`src/rtl/sha256_msg_schedule.sv`:
```
// SHA-256 message-schedule expander: loads one 512-bit block and streams
// W[0..63] one word per accepted beat from a 16-word sliding window.

// Small sigma function: ROTR7 ^ ROTR18 ^ SHR3
module sha256_s0 (
  input  logic [31:0] x,
  output logic [31:0] y
);
  assign y = {x[6:0], x[31:7]} ^ {x[17:0], x[31:18]} ^ (x >> 3);
endmodule

// Small sigma function: ROTR17 ^ ROTR19 ^ SHR10
module sha256_s1 (
  input  logic [31:0] x,
  output logic [31:0] y
);
  assign y = {x[16:0], x[31:17]} ^ {x[18:0], x[31:19]} ^ (x >> 10);
endmodule

module sha256_msg_schedule #(
  parameter int OVERLAP = 0
) (
  input  logic         clk,
  input  logic         rst,
  input  logic         blk_valid,
  output logic         blk_ready,
  input  logic [511:0] blk_data,
  output logic         w_valid,
  input  logic         w_ready,
  output logic [31:0]  w_data,
  output logic [5:0]   w_index,
  output logic         w_last
);

  typedef enum logic {IDLE, RUN} state_t;

  state_t      state;
  logic [31:0] win [16];
  logic [5:0]  t;
  logic        idle_rdy;
  logic        beat;
  logic        accept;
  logic [31:0] s0_out;
  logic [31:0] s1_out;
  logic [31:0] w_next;

  sha256_s0 u_s0 (.x(win[1]),  .y(s0_out));
  sha256_s1 u_s1 (.x(win[14]), .y(s1_out));

  // W[t+16] from the current window; sum wraps modulo 2^32
  assign w_next = s1_out + win[9] + s0_out + win[0];

  assign beat    = w_valid & w_ready;
  assign w_data  = win[0];
  assign w_index = t;

  // idle_rdy is registered so blk_ready stays low while rst is high; with
  // OVERLAP the last word's beat also opens the input for a seamless reload
  assign blk_ready = idle_rdy | ((OVERLAP != 0) & w_last & w_ready);
  assign accept    = blk_valid & blk_ready;

  // FSM, sliding window, round counter and registered handshake outputs
  always_ff @(posedge clk or posedge rst) begin
    if (rst) begin
      state    <= IDLE;
      t        <= '0;
      w_valid  <= 1'b0;
      w_last   <= 1'b0;
      idle_rdy <= 1'b0;
      for (int unsigned i = 0; i < 16; i++) begin
        win[i] <= '0;
      end
    end else if (accept) begin
      // load has priority: in OVERLAP mode it replaces the final shift
      state    <= RUN;
      t        <= '0;
      w_valid  <= 1'b1;
      w_last   <= 1'b0;
      idle_rdy <= 1'b0;
      for (int unsigned i = 0; i < 16; i++) begin
        win[i] <= blk_data[511 - 32*i -: 32];
      end
    end else if (beat) begin
      for (int unsigned i = 0; i < 15; i++) begin
        win[i] <= win[i+1];
      end
      win[15] <= w_next;
      if (t == 6'd63) begin
        state    <= IDLE;
        t        <= '0;
        w_valid  <= 1'b0;
        w_last   <= 1'b0;
        idle_rdy <= 1'b1;
      end else begin
        t      <= t + 6'd1;
        w_last <= (t == 6'd62);
      end
    end else begin
      idle_rdy <= (state == IDLE);
    end
  end

endmodule

```
`config.mk`:
```
export PLATFORM = sky130hd
export DESIGN_NAME = sha256_msg_schedule
export DESIGN_NICKNAME = d
export VERILOG_FILES = /design/src/rtl/sha256_msg_schedule.sv
export SDC_FILE = /design/constraint.sdc
export NUM_CORES = 2
export LEC_CHECK = 0
export CORE_UTILIZATION = 50
export DETAILED_ROUTE_END_ITERATION = 8
export PLACE_DENSITY = 0.88
export SLEW_MARGIN = 10
export SYNTH_ARGS = -nofsm -noshare
export SYNTH_HDL_FRONTEND = slang
export SYNTH_SLANG_ARGS = --single-unit
```
`constraint.sdc`:
```
create_clock -name clk -period 25.8 [get_ports clk]
set_input_delay 5.16 -clock clk [delete_from_list [all_inputs] [get_ports clk]]
set_output_delay 5.16 -clock clk [all_outputs]
set_load 0.01 [all_outputs]
```
# ---- Word-level counts from Yosys, hierarchy flattened
# Index checks and enable logic that the tools add are counted.
dict set report totals {
  inputBits 516
  out_inout_bits 41
  register_bits 521
}
dict set report op_classes {
  bitwise_logic 7
  eq_ne 3
  n_reduce_logical 3
  addsub 4
  mux 14
}
# operator n
set op_table {}
lappend op_table {{$mux W512} 2}
lappend op_table {{$add A32 B32 Y32} 3}
lappend op_table {{$xor A32 B32 Y32} 2}
lappend op_table {{$xor A32 B22 Y32} 1}
lappend op_table {{$xor A32 B29 Y32} 1}
lappend op_table {{$mux W6} 3}
lappend op_table {{$eq A6 B6 Y1 const B} 2}
lappend op_table {{$mux W1} 9}
lappend op_table {{$add A6 B1 Y6 const B} 1}
lappend op_table {{$reduce_bool A2 Y1} 2}
lappend op_table {{$ne A3 B1 Y1 const B} 1}
lappend op_table {{$and A1 B1 Y1} 2}
lappend op_table {{$reduce_and A2 Y1} 1}
lappend op_table {{$not A1 Y1} 1}

# ---- Logic depth before layout (Yosys ltp)
dict set report depth {
  depth_word 7
  mapped_depth 16
  mapped_depth_nobuf 15
}

# ---- Modules after synthesis
# A second synthesis with hierarchy kept.
dict set report unflattened {
  hier_cells 3376
  area_unflattened_um2 28175.8
}
# mod cells_per_inst n_inst seq_area_each_um2 area_each_um2
set modules_own_cells {}
lappend modules_own_cells {sha256_msg_schedule 3312 1 13037.5 26834.5}
lappend modules_own_cells {sha256_s0 32 1 0.0 730.7}
lappend modules_own_cells {sha256_s1 32 1 0.0 610.6}

# ---- Worst setup path before layout
# Ideal clock, no wire load.
dict set report synth_path {
  path_type {input to register}
  from {in blk_valid}
  to {reg win[165] (netlist name)}
  stages 7
  arrival_time_ns 6.415
  required_ns 25.718
  setup_ns 0.082
  n_path_buf 4
  setup_slack_ns 19.303
  path_cell_list {and2_1 buf_6 clkbuf_1 clkbuf_1 clkbuf_1 nand2_1 a31oi_1}
}
dict set report synth_between {
  elab_chain_cells 2
}
# element line_no
set synth_rtl {}
lappend synth_rtl {{start: declaration} 25} ;# input logic blk_valid,
lappend synth_rtl {{$and A1 B1 Y1 (*)} 60} ;# assign accept = blk_valid & blk_ready;
lappend synth_rtl {{$mux W512 / $reduce_bool A2 Y1 (equally long branches)} -}
lappend synth_rtl {{end signal: indexed assignment} 81} ;# win[i] <= blk_data[511 - 32*i -: 32];
lappend synth_rtl {{end signal: indexed assignment} 85} ;# win[i] <= win[i+1];
lappend synth_rtl {{end: declaration} 38} ;# logic [31:0] win [16];
# Mark *: on every way between the ends. The rest lies on a longest branch, timed or not.
# A chain may end at the register's enable or synchronous reset.

# ---- Worst setup path in the final report
dict set report layout_path {
  from {in blk_valid}
  to {reg win[379] (netlist name)}
}
# Same word-level chain as after synthesis.

==> metrics.md <==
| Metric | Value |
|---|---|
| # Post-CTS Setup Buffers | `0` |
| Synth top area share | `0.467` |
| I/O Pins | `557` |
| Slowest cell on crit path | `buf_4` |
| Layout area overhead | `25.7%` |
| Crit path buf inv count | `4` |
| Setup TNS | `0 ns` |
| Pin count of the biggest net entering global routing | `238` |
| Die extent in x | `238 µm` |
| Drt drc | `0` |
| Synth async-reset ratio | `1.00` |
| Post-synth top area cell | `dfrtp_1` |
| Synthesized instance count | `3,425` |
| CTS Sinks | `521` |
| Clk_lat worst skew | `0.60 ns` |
| Number of flops mapped to enable cells by yosys | `0` |
| Status | `complete, no violations` |
| Final WS setup | `15.93 ns` |
| Critical path required time | `26.31 ns` |
| Routed wl met2 | `43,700 µm` |
| Global route overflow | `0` |
| CTS Hold Buffers Added | `0` |
| Initial core utilization | `0.506` |
| Number of warnings issued by yosys | `0` |
| Vias in the first global route | `23,888` |
| Vias per cell | `5.79` |
| Chip height | `238 µm` |
| Area of the mapped netlist | `27,900 µm²` |
| Clock tree buffer depth | `3` |
| Final core occ | `0.637` |
| Metal3 WL | `8680 µm` |
| Fmax | `0.101 GHz` |
| Num CTS Buffers | `54` |
| CP endpoint kind | `flip-flop` |
| Relative slew slack | `0.225` |
| Routability cong. | `0.956` |
| Critical Path AT | `10.38 ns` |
| Total wire length | `98,200 µm` |
| Worst Path Max Fanout | `125` |
| Max-Cap Viols | `0` |
| Finished Layout Cells | `4,544` |
| Slew @ Worst Pin | `1.16 ns` |
| DP HPWL | `72,800 µm` |
| CTS tree | `built` |
| Commonest non-fill, non-tap cell in the layout | `nand2_1` |
| Nets | `4,354` |
| Worst hold path type | `reg -> reg` |
| Port Buffers | `556` |
| Row count | `86` |
| CP Cell Sequence | `clkdlybuf4s50_1, nand2_8, nand2_4, buf_4, buf_4, buf_4, nor2_1, a31oi_1` |
| Most common flop cell mapped by yosys | `dfrtp_1` |
| Fin crit period | `9.87 ns` |
| Clock slew at reported path FFs | `0.06 ns` |
| Crit share post-route | `0.383` |
| Final setup skew | `0.0138 ns` |
| Highest Signal Layer | `met5` |
| Seq cells post-synth | `521` |
| Initial DRC count | `3,535` |
| Final Hold Viols | `0` |
| Initial antenna violation count | `12` |
| Antenna viol nets, final | `0` |
| Crit-path most repeated cell | `buf_4` |
| Die area | `56,700 µm²` |
| First-pass GRT wire length | `144,000 µm` |
| Vias | `26,304` |
| Setup-failing EPs final | `0` |
| Routed WL per cell | `21.6 µm` |
| Share of post-route cells with drive strength above 1 | `0.0336` |
| Core Area | `55,100 µm²` |
| Most frequent cells in the layout | `nand2_1 (1,008), clkdlybuf4s50_1 (556), dfrtp_1 (521)` |
| Critical Path Max Stage Delay | `1.00 ns` |
| Placed instance count | `4,435` |
| All-Layer GR Usage | `0.337` |
| Pre-CTS WS | `15.47 ns` |
| Category of the critical setup timing path | `in -> reg` |
| CP top delay family | `buffers and inverters` |
| Worst Setup Start Kind | `input pin` |
| Routed length on met1 | `39,000 µm` |
| Clk root buf | `clkbuf_16` |
| Mean Syn Cell Area | `8.15 µm²` |
| Unique masters post-synth | `60` |
| H-tree depth | `2` |
| Max Slew Vio Count | `0` |
| Synthesized Nets | `4,036` |
| Post-CTS Resized | `0` |
| First-pass DRT Iterations | `6` |
| RSZ-0062 raised after global routing | `false` |
| Top cells by area, synth | `dfrtp_1 (47%), nand2_1 (14%), a31oi_1 (11%), nor2_1 (7.0%), fa_1 (4.4%)` |
| Sequential share of the synthesized area | `0.467` |
==> Yosys cell counts (7+ instances only) <==
| master | count |
|---|---|
| nand2_1 | 1009 |
| o21ai_0 | 26 |
| nor2_1 | 518 |
| nand3_1 | 8 |
| ha_1 | 33 |
| buf_1 | 24 |
| a21o_1 | 18 |
| a211oi_1 | 9 |
| xor2_1 | 69 |
| xnor2_1 | 78 |
| inv_1 | 127 |
| nor3_1 | 7 |
| clkbuf_1 | 255 |
| a21oi_1 | 61 |
| a22oi_1 | 7 |
| a31oi_1 | 488 |
| dfrtp_1 | 521 |
| fa_1 | 62 |
| buf_4 | 32 |
==> worst paths after layout <==
kind | start | endpoint | slack, ns | cells past startpoint
worst max-delay path | blk_valid | win[379]$_DFFE_PP0P_ | 15.93 | 8
worst min-delay path | win[20]$_DFFE_PP0P_ | win[20]$_DFFE_PP0P_ | 0.53 | 2
worst max register to register | blk_ready$_DFFE_PP0P_ | win[379]$_DFFE_PP0P_ | 20.58 | 7
worst min register to register | win[20]$_DFFE_PP0P_ | win[20]$_DFFE_PP0P_ | 0.53 | 2
max in group asynchronous | rst | win[144]$_DFFE_PP0P_ | 17.51 | 5
min in group asynchronous | rst | win[415]$_DFFE_PP0P_ | 5.08 | 2
==> worst register-to-register path: cells and delay by family, from the launching register on <==
| family | cells | cell delay (ns) |
|---|---|---|
| compound gates | 1 | 0.20 |
| buf+inv | 3 | 3.00 |
| simple gates | 3 | 1.46 |
| flops | 1 | 0.48 |
==> routing by layer <==
metal	global-route usage	up-vias
met5	0	-
met4	0.209	2
met3	0.0453	275
met2	0.509	1616
met1	0.463	12559
li1	-	11852
==> registers in the layout (all words and copies together), names as in the netlist <==
signal and cells:
state 1, w_index 6, win 480, w_last 1, blk_ready 1, w_data 32
==> metrics by stage <==
step	hold slack, ns	instance area (µm²)
after global placement	0.500	33300
after floorplan	0.473	27900
final	0.527	35100
after detailed placement	0.498	33300
after CTS	0.529	35000
after global routing	0.553	35100
==> kinds of logic (layout without fill, tap and decap cells) <==
logic type | count (synthesis) | in the layout | share of synthesized area
AND/OR/NAND/NOR | 1571 | 1571 | 0.215
AO/OA/AOI/OAI | 645 | 645 | 0.145
buffers and inverters | 444 | 803 | 0.0657
flip-flops | 521 | 521 | 0.467
adder cells (fa/ha/maj) | 95 | 95 | 0.0593
multiplexers | 2 | 2 | 0.000762
other | 0 | 12 | 0
XOR/XNOR | 147 | 147 | 0.0461
==> area by class of cell <==
type | instances | area (µm²)
clock inverters | 22 | 244
repair buffers | 579 | 5750
well taps | 748 | 936
clock buffers | 75 | 1540
inverters | 127 | 484
flip-flops and latches | 521 | 13000
fillers | 4391 | 20000
diodes | 12 | 30.0
multi-input cells | 2460 | 13100
Power is left out: the tool's default activity adds up to more than one toggle a clock period on the data nets, which glitch-free logic cannot reach.
